File: config.mk
export PLATFORM = sky130hd
export DESIGN_NAME = ex_stage_mul_flat
export DESIGN_NICKNAME = d
export VERILOG_FILES = /design/src/rtl/ex_stage_mul_if.sv /design/src/rtl/ex_stage_mul.sv /design/src/flat_wrapper.sv
export SDC_FILE = /design/constraint.sdc
export NUM_CORES = 1
export LEC_CHECK = 0
export ABC_AREA = 1
export CAP_MARGIN = 5
export CORE_ASPECT_RATIO = 0.9
export CORE_MARGIN = 3
export CORE_UTILIZATION = 45
export DETAILED_ROUTE_END_ITERATION = 12
export GPL_TIMING_DRIVEN = 0
export PLACE_DENSITY = 0.71
export SYNTH_ARGS = -nofsm -noshare
export SYNTH_HDL_FRONTEND = slang
export SYNTH_SLANG_ARGS = --single-unit
File: constraint.sdc
create_clock -name clk -period 4.3 [get_ports clk]
set_input_delay 1.29 -clock clk [delete_from_list [all_inputs] [get_ports clk]]
set_output_delay 1.29 -clock clk [all_outputs]
set_load 0.02 [all_outputs]
File: src/rtl/ex_stage_mul_if.sv
// ID/EX operand/control bundle into the execute stage and the registered EX/MEM bundle out of it.
interface ex_stage_mul_if;
  logic [31:0] src_data_a_in;
  logic [31:0] src_data_b_in;
  logic [31:0] imm_value_in;
  logic [4:0]  dest_reg_in;
  logic [31:0] pc_input;
  logic [3:0]  ex_control_in;
  logic        reg_write_en_in;
  logic        mem_write_en_in;
  logic        memory_enable_in;
  logic        flush_in;
  logic [31:0] alu_result_out;
  logic [31:0] store_data_out;
  logic [4:0]  dest_reg_out;
  logic [31:0] pc_out;
  logic        reg_write_en_out;
  logic        mem_write_en_out;
  logic        memory_enable_out;
  logic        ex_stall_out;

  modport master (
    output src_data_a_in, src_data_b_in, imm_value_in, dest_reg_in, pc_input,
           ex_control_in, reg_write_en_in, mem_write_en_in, memory_enable_in, flush_in,
    input  alu_result_out, store_data_out, dest_reg_out, pc_out,
           reg_write_en_out, mem_write_en_out, memory_enable_out, ex_stall_out
  );

  modport slave (
    input  src_data_a_in, src_data_b_in, imm_value_in, dest_reg_in, pc_input,
           ex_control_in, reg_write_en_in, mem_write_en_in, memory_enable_in, flush_in,
    output alu_result_out, store_data_out, dest_reg_out, pc_out,
           reg_write_en_out, mem_write_en_out, memory_enable_out, ex_stall_out
  );
endinterface

File: src/rtl/ex_stage_mul.sv
// Execute stage: single-cycle ALU feeding the EX/MEM register, plus an iterative shift-add
// multiplier built only when EX_MUL_EN is defined (otherwise opcode 10 is reserved, no stall).
module ex_stage_mul #(
  parameter int          MUL_BITS_PER_CYCLE = 2,
  parameter logic [31:0] RESET_VALUE        = 32'd0
) (
  input logic           clk,
  input logic           rst,
  ex_stage_mul_if.slave bus
);
  localparam int K = 32 / MUL_BITS_PER_CYCLE;

  logic [31:0] w_opb;
  logic [31:0] w_alu;
  logic [3:0]  w_op;
  logic [4:0]  w_shamt;
  logic        w_mul_hold;
  logic        w_stall;

  logic [31:0] r_alu, r_sd, r_pc;
  logic [4:0]  r_rd;
  logic        r_we, r_mwe, r_men;

  // Memory accesses reuse the adder for address generation with the immediate.
  always_comb begin
    w_opb   = bus.memory_enable_in ? bus.imm_value_in : bus.src_data_b_in;
    w_op    = bus.memory_enable_in ? 4'd0 : bus.ex_control_in;
    w_shamt = w_opb[4:0];
    w_alu   = '0;
    case (w_op)
      4'd0:    w_alu = bus.src_data_a_in + w_opb;
      4'd1:    w_alu = bus.src_data_a_in - w_opb;
      4'd2:    w_alu = bus.src_data_a_in & w_opb;
      4'd3:    w_alu = bus.src_data_a_in | w_opb;
      4'd4:    w_alu = bus.src_data_a_in ^ w_opb;
      4'd5:    w_alu = bus.src_data_a_in << w_shamt;
      4'd6:    w_alu = bus.src_data_a_in >> w_shamt;
      4'd7:    w_alu = $signed(bus.src_data_a_in) >>> w_shamt;
      4'd8:    w_alu = {31'd0, $signed(bus.src_data_a_in) < $signed(w_opb)};
      4'd9:    w_alu = {31'd0, bus.src_data_a_in < w_opb};
      default: w_alu = '0;
    endcase
  end

`ifdef EX_MUL_EN
  typedef enum logic {S_IDLE, S_BUSY} state_t;
  localparam logic [3:0] OP_MUL   = 4'd10;
  localparam logic [4:0] CNT_LAST = 5'(K - 1);

  state_t      r_state, w_state_nxt;
  logic [4:0]  r_cnt;
  logic [31:0] r_acc, r_mcand, r_mplier, r_l_sd, r_l_pc;
  logic [4:0]  r_l_rd;
  logic        r_l_we, r_l_mwe;
  logic [31:0] w_pp, w_acc_nxt;
  logic        w_start, w_last;

  assign w_start = (r_state == S_IDLE) && (bus.ex_control_in == OP_MUL) &&
                   bus.reg_write_en_in && !bus.memory_enable_in;
  assign w_last  = (r_state == S_BUSY) && (r_cnt == CNT_LAST);

  always_comb begin
    w_state_nxt = r_state;
    w_stall     = 1'b0;
    case (r_state)
      S_IDLE:  if (w_start) begin w_state_nxt = S_BUSY; w_stall = 1'b1; end
      S_BUSY:  if (w_last) w_state_nxt = S_IDLE; else w_stall = 1'b1;
      default: w_state_nxt = S_IDLE;
    endcase
    if (rst || bus.flush_in) begin
      w_state_nxt = S_IDLE;
      w_stall     = 1'b0;
    end
  end

  // Retire MUL_BITS_PER_CYCLE multiplier bits per cycle against the pre-shifted multiplicand.
  always_comb begin
    w_pp = '0;
    for (int j = 0; j < MUL_BITS_PER_CYCLE; j++)
      if (r_mplier[j]) w_pp = w_pp + (r_mcand << j);
  end
  assign w_acc_nxt = r_acc + w_pp;

  always_ff @(posedge clk) begin
    if (rst || bus.flush_in) begin
      r_state <= S_IDLE;
      r_cnt   <= '0;
      r_acc   <= '0;
    end else begin
      r_state <= w_state_nxt;
      if (w_start) begin
        r_cnt <= '0;
        r_acc <= '0;
      end else if (w_last) begin
        r_cnt <= '0;
      end else if (r_state == S_BUSY) begin
        r_cnt <= r_cnt + 5'd1;
        r_acc <= w_acc_nxt;
      end
    end
  end

  always_ff @(posedge clk) begin
    if (w_start) begin
      r_mcand  <= bus.src_data_a_in;
      r_mplier <= bus.src_data_b_in;
      r_l_sd   <= bus.src_data_b_in;
      r_l_pc   <= bus.pc_input;
      r_l_rd   <= bus.dest_reg_in;
      r_l_we   <= bus.reg_write_en_in;
      r_l_mwe  <= bus.mem_write_en_in;
    end else if (r_state == S_BUSY) begin
      r_mcand  <= r_mcand << MUL_BITS_PER_CYCLE;
      r_mplier <= r_mplier >> MUL_BITS_PER_CYCLE;
    end
  end

  assign w_mul_hold = w_stall;
`else
  logic [4:0] w_unused_k;
  assign w_unused_k = 5'(K - 1);
  assign w_stall    = 1'b0;
  assign w_mul_hold = 1'b0;
`endif

  always_ff @(posedge clk) begin
    if (rst || bus.flush_in || w_mul_hold) begin
      r_alu <= RESET_VALUE;
      r_sd  <= RESET_VALUE;
      r_pc  <= RESET_VALUE;
      r_rd  <= '0;
      r_we  <= 1'b0;
      r_mwe <= 1'b0;
      r_men <= 1'b0;
`ifdef EX_MUL_EN
    end else if (w_last) begin
      r_alu <= w_acc_nxt;
      r_sd  <= r_l_sd;
      r_pc  <= r_l_pc;
      r_rd  <= r_l_rd;
      r_we  <= r_l_we;
      r_mwe <= r_l_mwe;
      r_men <= 1'b0;
`endif
    end else begin
      r_alu <= w_alu;
      r_sd  <= bus.src_data_b_in;
      r_pc  <= bus.pc_input;
      r_rd  <= bus.dest_reg_in;
      r_we  <= bus.reg_write_en_in;
      r_mwe <= bus.mem_write_en_in;
      r_men <= bus.memory_enable_in;
    end
  end

  assign bus.alu_result_out    = r_alu;
  assign bus.store_data_out    = r_sd;
  assign bus.pc_out            = r_pc;
  assign bus.dest_reg_out      = r_rd;
  assign bus.reg_write_en_out  = r_we;
  assign bus.mem_write_en_out  = r_mwe;
  assign bus.memory_enable_out = r_men;
  assign bus.ex_stall_out      = w_stall;
endmodule
File: src/flat_wrapper.sv
// flat-port wrapper written by rule: the top's interface ports become plain ports
module ex_stage_mul_flat 
#(
  parameter int          MUL_BITS_PER_CYCLE = 2,
  parameter logic [31:0] RESET_VALUE        = 32'd0
)
  (clk, rst, bus_src_data_a_in, bus_src_data_b_in, bus_imm_value_in, bus_dest_reg_in, bus_pc_input, bus_ex_control_in, bus_reg_write_en_in, bus_mem_write_en_in, bus_memory_enable_in, bus_flush_in, bus_alu_result_out, bus_store_data_out, bus_dest_reg_out, bus_pc_out, bus_reg_write_en_out, bus_mem_write_en_out, bus_memory_enable_out, bus_ex_stall_out);
  ex_stage_mul_if bus_i ();
  input logic clk;
  input logic rst;
  input wire logic [$bits(bus_i.src_data_a_in)-1:0] bus_src_data_a_in;
  input wire logic [$bits(bus_i.src_data_b_in)-1:0] bus_src_data_b_in;
  input wire logic [$bits(bus_i.imm_value_in)-1:0] bus_imm_value_in;
  input wire logic [$bits(bus_i.dest_reg_in)-1:0] bus_dest_reg_in;
  input wire logic [$bits(bus_i.pc_input)-1:0] bus_pc_input;
  input wire logic [$bits(bus_i.ex_control_in)-1:0] bus_ex_control_in;
  input wire logic [$bits(bus_i.reg_write_en_in)-1:0] bus_reg_write_en_in;
  input wire logic [$bits(bus_i.mem_write_en_in)-1:0] bus_mem_write_en_in;
  input wire logic [$bits(bus_i.memory_enable_in)-1:0] bus_memory_enable_in;
  input wire logic [$bits(bus_i.flush_in)-1:0] bus_flush_in;
  output wire logic [$bits(bus_i.alu_result_out)-1:0] bus_alu_result_out;
  output wire logic [$bits(bus_i.store_data_out)-1:0] bus_store_data_out;
  output wire logic [$bits(bus_i.dest_reg_out)-1:0] bus_dest_reg_out;
  output wire logic [$bits(bus_i.pc_out)-1:0] bus_pc_out;
  output wire logic [$bits(bus_i.reg_write_en_out)-1:0] bus_reg_write_en_out;
  output wire logic [$bits(bus_i.mem_write_en_out)-1:0] bus_mem_write_en_out;
  output wire logic [$bits(bus_i.memory_enable_out)-1:0] bus_memory_enable_out;
  output wire logic [$bits(bus_i.ex_stall_out)-1:0] bus_ex_stall_out;
  assign bus_i.src_data_a_in = bus_src_data_a_in;
  assign bus_i.src_data_b_in = bus_src_data_b_in;
  assign bus_i.imm_value_in = bus_imm_value_in;
  assign bus_i.dest_reg_in = bus_dest_reg_in;
  assign bus_i.pc_input = bus_pc_input;
  assign bus_i.ex_control_in = bus_ex_control_in;
  assign bus_i.reg_write_en_in = bus_reg_write_en_in;
  assign bus_i.mem_write_en_in = bus_mem_write_en_in;
  assign bus_i.memory_enable_in = bus_memory_enable_in;
  assign bus_i.flush_in = bus_flush_in;
  assign bus_alu_result_out = bus_i.alu_result_out;
  assign bus_store_data_out = bus_i.store_data_out;
  assign bus_dest_reg_out = bus_i.dest_reg_out;
  assign bus_pc_out = bus_i.pc_out;
  assign bus_reg_write_en_out = bus_i.reg_write_en_out;
  assign bus_mem_write_en_out = bus_i.mem_write_en_out;
  assign bus_memory_enable_out = bus_i.memory_enable_out;
  assign bus_ex_stall_out = bus_i.ex_stall_out;
  ex_stage_mul #(.MUL_BITS_PER_CYCLE(MUL_BITS_PER_CYCLE), .RESET_VALUE(RESET_VALUE)) u_core (.clk(clk), .rst(rst), .bus(bus_i));
endmodule
* Word level (Yosys, flattened, before mapping)
Cells that the tools add are included.
Word-level totals: register bits 104, bits of input ports 143, output and inout port bits 105, logic and storage cells 31
Cells by class: $add $sub $neg 2, order comparisons 2, eq/ne operators 9, shift-type cells 3, multiplexer cells 3, bitwise gates (word level) 3, reductions and logical operators 2
Operators by type and width (number):
- one-hot mux 32 bit (10 select lines) | 1
- less-than comparator 32 bit | 2
- adder 32 bit | 1
- bitwise AND 32 bit | 1
- two-way mux 32 bit | 1
- OR 32 bit | 1
- << shifter 32 x 5 -> 32 bit | 1
- >> shifter 32 x 5 -> 32 bit | 1
- >>> shifter 32 x 5 -> 32 bit | 1
- subtractor 32 bit | 1
- XOR 32 bit | 1
- == test 4 x 3 -> 1 bit, second input constant | 4
- == test 4 x 2 -> 1 bit, second input constant | 2
- == test 4 bit, second input constant | 2
- == test 4 x 1 -> 1 bit, second input constant | 1
- zero test 4 bit | 1
- two-way mux 4 bit | 1
- logical OR 1 bit | 1

* Depth between registers and ports, before layout
word-level depth 3, mapped depth 25, gate-level depth less buffers 21

* Worst setup path after synthesis
Ideal clock, no wire load.
kind input port to flip-flop, start input bus_memory_enable_in, end register u_core.r_alu[30] (netlist: u_core.bus.alu_result_out[30]), library setup time 0.128 ns, data arrival time 3.829 ns, required time 4.172 ns, slack 0.343 ns, stages on the path 20, buffers on the path 5, cell sequence buf_6 -> inv_2 -> buf_6 -> clkbuf_1 -> clkbuf_1 -> or2_2 -> o21ai_0 -> ha_1 -> clkbuf_1 -> o21ai_0 -> a21oi_1 -> nor2_1 -> nor2_1 -> nand2_1 -> nand2_1 -> nand3_1 -> nand3_1 -> nand2_1 -> nor2_1 -> nor2_1
On the way: word-level cells in the longest chain between the ends 3, elaborated cells between the ends (all ways) 21, those cells by class 2 x add/sub; 9 x eq/ne; 3 x shift; 3 x mux; 3 x bitwise; 1 x reduce/logical
Ends and longest elaborated chain:
- start: declaration | line flat_wrapper.sv:19 | input wire logic [$bits(bus_i.memory_enable_in)-1:0] bus_memory_enable_in;
- two-way mux 32 bit / two-way mux 4 bit (equally long branches) | line ex_stage_mul.sv:26, ex_stage_mul.sv:27
- subtractor 32 bit, or another cell as far along | line ex_stage_mul.sv:32 | 4'd1: w_alu = bus.src_data_a_in - w_opb;
- one-hot mux 32 bit (10 select lines) * | line ex_stage_mul.sv:30 | case (w_op)
- end signal: assignment | line ex_stage_mul.sv:146 | r_alu <= w_alu;
- end: declaration | line ex_stage_mul.sv:20 | logic [31:0] r_alu, r_sd, r_pc;
Mark *: on every way between the ends. The rest lies on a longest branch, timed or not. A chain may end at the register's enable or synchronous reset.

* Final worst setup path
start input bus_src_data_b_in[3], end register u_core.r_alu[8] (netlist: u_core.bus.alu_result_out[8])
On the way: word-level cells in the longest chain between the ends 3, elaborated cells between the ends (all ways) 7, those cells by class 2 x add/sub; 3 x shift; 2 x mux
Ends and longest elaborated chain:
- start: declaration | line flat_wrapper.sv:12 | input wire logic [$bits(bus_i.src_data_b_in)-1:0] bus_src_data_b_in;
- two-way mux 32 bit * | line ex_stage_mul.sv:26 | w_opb = bus.memory_enable_in ? bus.imm_value_in : bus.src_data_b_in;
- subtractor 32 bit, or another cell as far along | line ex_stage_mul.sv:32
- one-hot mux 32 bit (10 select lines) * | line ex_stage_mul.sv:30
Marks and branches as above.

==> run_results.csv <==
group,metric,value,unit
worst_setup_path,critPathBufInv,3,
yosys,synth_edf_count,0,
worst_setup_path,max_stage_delay,0.47,ns
cts,clk_path_buf_depth,2,
sta,finalSetupViolCount,0,
run,drv_cap,0,
outcome,status,"finished clean",
yosys,ys_types,49,
sta,maxSlewViolCount,0,
detailed_routing,avgViaCountPerCell,6.10,
worst_setup_path,critical_path_class,"in -> reg",
detailed_routing,first_pass_iters,10,
pwr,power_leakage,0.00837,uW
yosys,async_reset_ff_frac,0,
yosys,synth_common_cells,"nand2_1 (594), nand3_1 (479), inv_1 (311), nor2_1 (271), a21oi_1 (106)",
yosys,synth_adder_area_share,0.0965,
worst_setup_path,startpoint,"bus_src_data_b_in[3]",
detailed_routing,antenna_left,0,
cells_and_area,nNetsFinal,2898,
pwr,peakVddDrop,218,uV
global_route,overflow,0,
yosys,synth_top_area_frac,0.183,
global_route,grt_antenna_before_repair,0,
placement,dp_slack,-1.55,ns
min_path,hold_start,"bus_pc_input[18]",
sta,finalWorstSetupSlack,0.000625,ns
yosys,synth_compound_area_frac,0.119,
yosys,yosysMostFrequentCell,"nand2_1",
cts,clock-sinks,104,
cts,cts-root-buf,"clkbuf_16",
yosys,yosysTopAreaCell,"nand3_1",
cts,htreeDepth,3,
placement,numPortBuffers,245,
cts,cts_tree,"done",
sta,finalSetupTns,0,ns
worst_setup_path,critPathSlowestCell,"clkdlybuf4s50_1",
yosys,synth_top_family_by_area,"simple AND/OR/NAND/NOR gates",
pwr,power,4220,uW
sta,tightest_slew,0.875,ns
floorplan,core_region_area,28300,um2
placement,hpwl,59900,um
yosys,synth_nets,2637,
sta,holdWs,1.45,ns
yosys,synth.ff_latch_count,104,
worst_setup_path,worstPathMaxFanout,19,
min_path,hold_path_class,"in -> reg",
yosys,seq_area_frac_synth,0.159,
yosys,yosysWarnings,0,
pwr,power_density,250,nW/um2
detailed_routing,avgRoutedWirePerCell,24.5,um
yosys,syn-instance-count,2394,
cells_and_area,fin_util,0.596,
floorplan,die_w,186,um
cells_and_area,drive_gt1_frac,0.0974,
global_route,grt_usage,0.453,
worst_setup_path,cp_cell_sequence,"clkdlybuf4s50_1 > nand2_1 > nand2_2 > inv_4 > ha_1 > clkbuf_4 > a21oi_2 > nand2_2 > nand2_1 > nand3_1 > o21ai_0 > nand3_1 > nor2_2 > nor2_1",
cts,cts_made_buffers,9,
yosys,synth_xor_area_frac,0.000667,
yosys,netlist_area,13100,um2
sta,layout_worst_path_cycle_share,1.00,
worst_setup_path,end_kind,"flip-flop",
worst_setup_path,start_kind,"input port",
cells_and_area,area_delta_synth_final,28.5,%
placement,gp_congestion,1.12,
sta,maxSlewHeadroom,0.416,
worst_setup_path,worstPathRequired,4.52,ns
floorplan,row_count,58,
floorplan,ios,248,
floorplan,die_y,168,um
worst_setup_path,crit_family,"simple AND/OR/NAND/NOR gates",
cts,clk_pin_slew,0.08,ns
sta,final.min_clock_period,4.30,ns
worst_setup_path,cp_data_arrival_time,4.52,ns
yosys,synthMuxAreaShare,0,
detailed_routing,vias,18400,
floorplan,initial_utilization,0.464,
sta,rsz0062_at_grt,"yes",
cells_and_area,nFillCells,2809,
yosys,synthSimpleGateAreaFrac,0.493,
cts,hold_buffers,0,
global_route,grt_pass1_vias,17100,
detailed_routing,drt-initial-drc-count,2722,
global_route,grt_max_degree,20,
detailed_routing,drc,0,
sta,fmax,0.233,GHz
cells_and_area,n_antenna_cell,0,
floorplan,dieArea,31300,um2
yosys,synthFlopType,"dfxtp_1",
yosys,syn_avg_cell_area,5.48,um2
detailed_routing,wl,73800,um
yosys,synthTopCellsByArea,"nand3_1 (18%), nand2_1 (17%), dfxtp_1 (16%)",
sta,hold_violations,0,
global_route,grt_pass1_wl,106000,um
final cells by class:
cell class	count	area [um2]	share of cell area
Buffer	92	512	0.0303
Clock buffer	11	233	0.0138
Clock inverter	3	43.8	0.00260
Inverter	328	1250	0.0741
Multi-Input combinational cell	1856	9710	0.576
Sequential cell	104	2080	0.123
Tap cell	360	450	0.0267
Timing Repair Buffer	264	2590	0.154
stage by stage:
stage	cells	cell area, um2
6_report	3018	16900
5_1_grt	3018	16900
4_1_cts	3011	16600
3_5_place_dp	2999	16000
3_3_place_gp	2999	16000
2_1_floorplan	2394	13100
power breakdown:
group / switching (uW) / internal, uW
registers: 13.7 / 1010
logic: 1620 / 744
clock network: 381 / 448
total: 2020 / 2200
tightest hold or removal path, stage by stage:
cell	delay, ns
clkdlybuf4s50_1	0.39
inv_1	0.05
nor2_1	0.03
registers in the layout (all words and copies together) (netlist names):
| signal | flops |
|---|---|
| u_core.bus.mem_write_en_out | 1 |
| u_core.bus.reg_write_en_out | 1 |
| u_core.bus.store_data_out | 32 |
| u_core.bus.memory_enable_out | 1 |
| u_core.bus.alu_result_out | 32 |
| u_core.bus.pc_out | 32 |
| u_core.bus.dest_reg_out | 5 |
logic make-up (layout without fill, tap and decap cells):
logic type	Yosys count	in the layout
DFF	104	104
other	1	1
adders and majority gates	100	100
and+or+nand+nor	1471	1471
AOI/OAI and AO/OA	283	283
buffers and inverters	434	698
xor gates and xnor gates	1	1
what timing repair did:
item                       CTS  global route
gates resized for setup     87            88
buffers inserted             7            12
pin swaps                    9            11
setup endpoints to repair   29            28
worst paths after layout:
check,endpoint,slack [ns],cells past startpoint
worst max-delay path,u_core.bus.alu_result_out[8],0.0006,14
worst min-delay path,u_core.bus.pc_out[18],1.45,3
per-layer routing:
metal | GRT usage | share of wire | vias up
met1 | 0.548 | 0.36 | 8329
met2 | 0.678 | 0.42 | 1438
met3 | 0.168 | 0.14 | 357
met4 | 0.283 | 0.082 | 0
li1 | - | - | 8293
met5 | 0 | 0 | -
layout by cell type (no fill, tap or decap), types with 33 or more instances in the layout:
cell	netlist	routed
nand2_1	594	588
nand3_1	479	470
inv_1	311	302
nor2_1	271	247
clkdlybuf4s50_1	0	245
dfxtp_1	104	104
a21oi_1	106	89
ha_1	98	86
o21ai_0	101	77
buf_2	41	33
No activity file was read; power rests on OpenSTA's default activity.
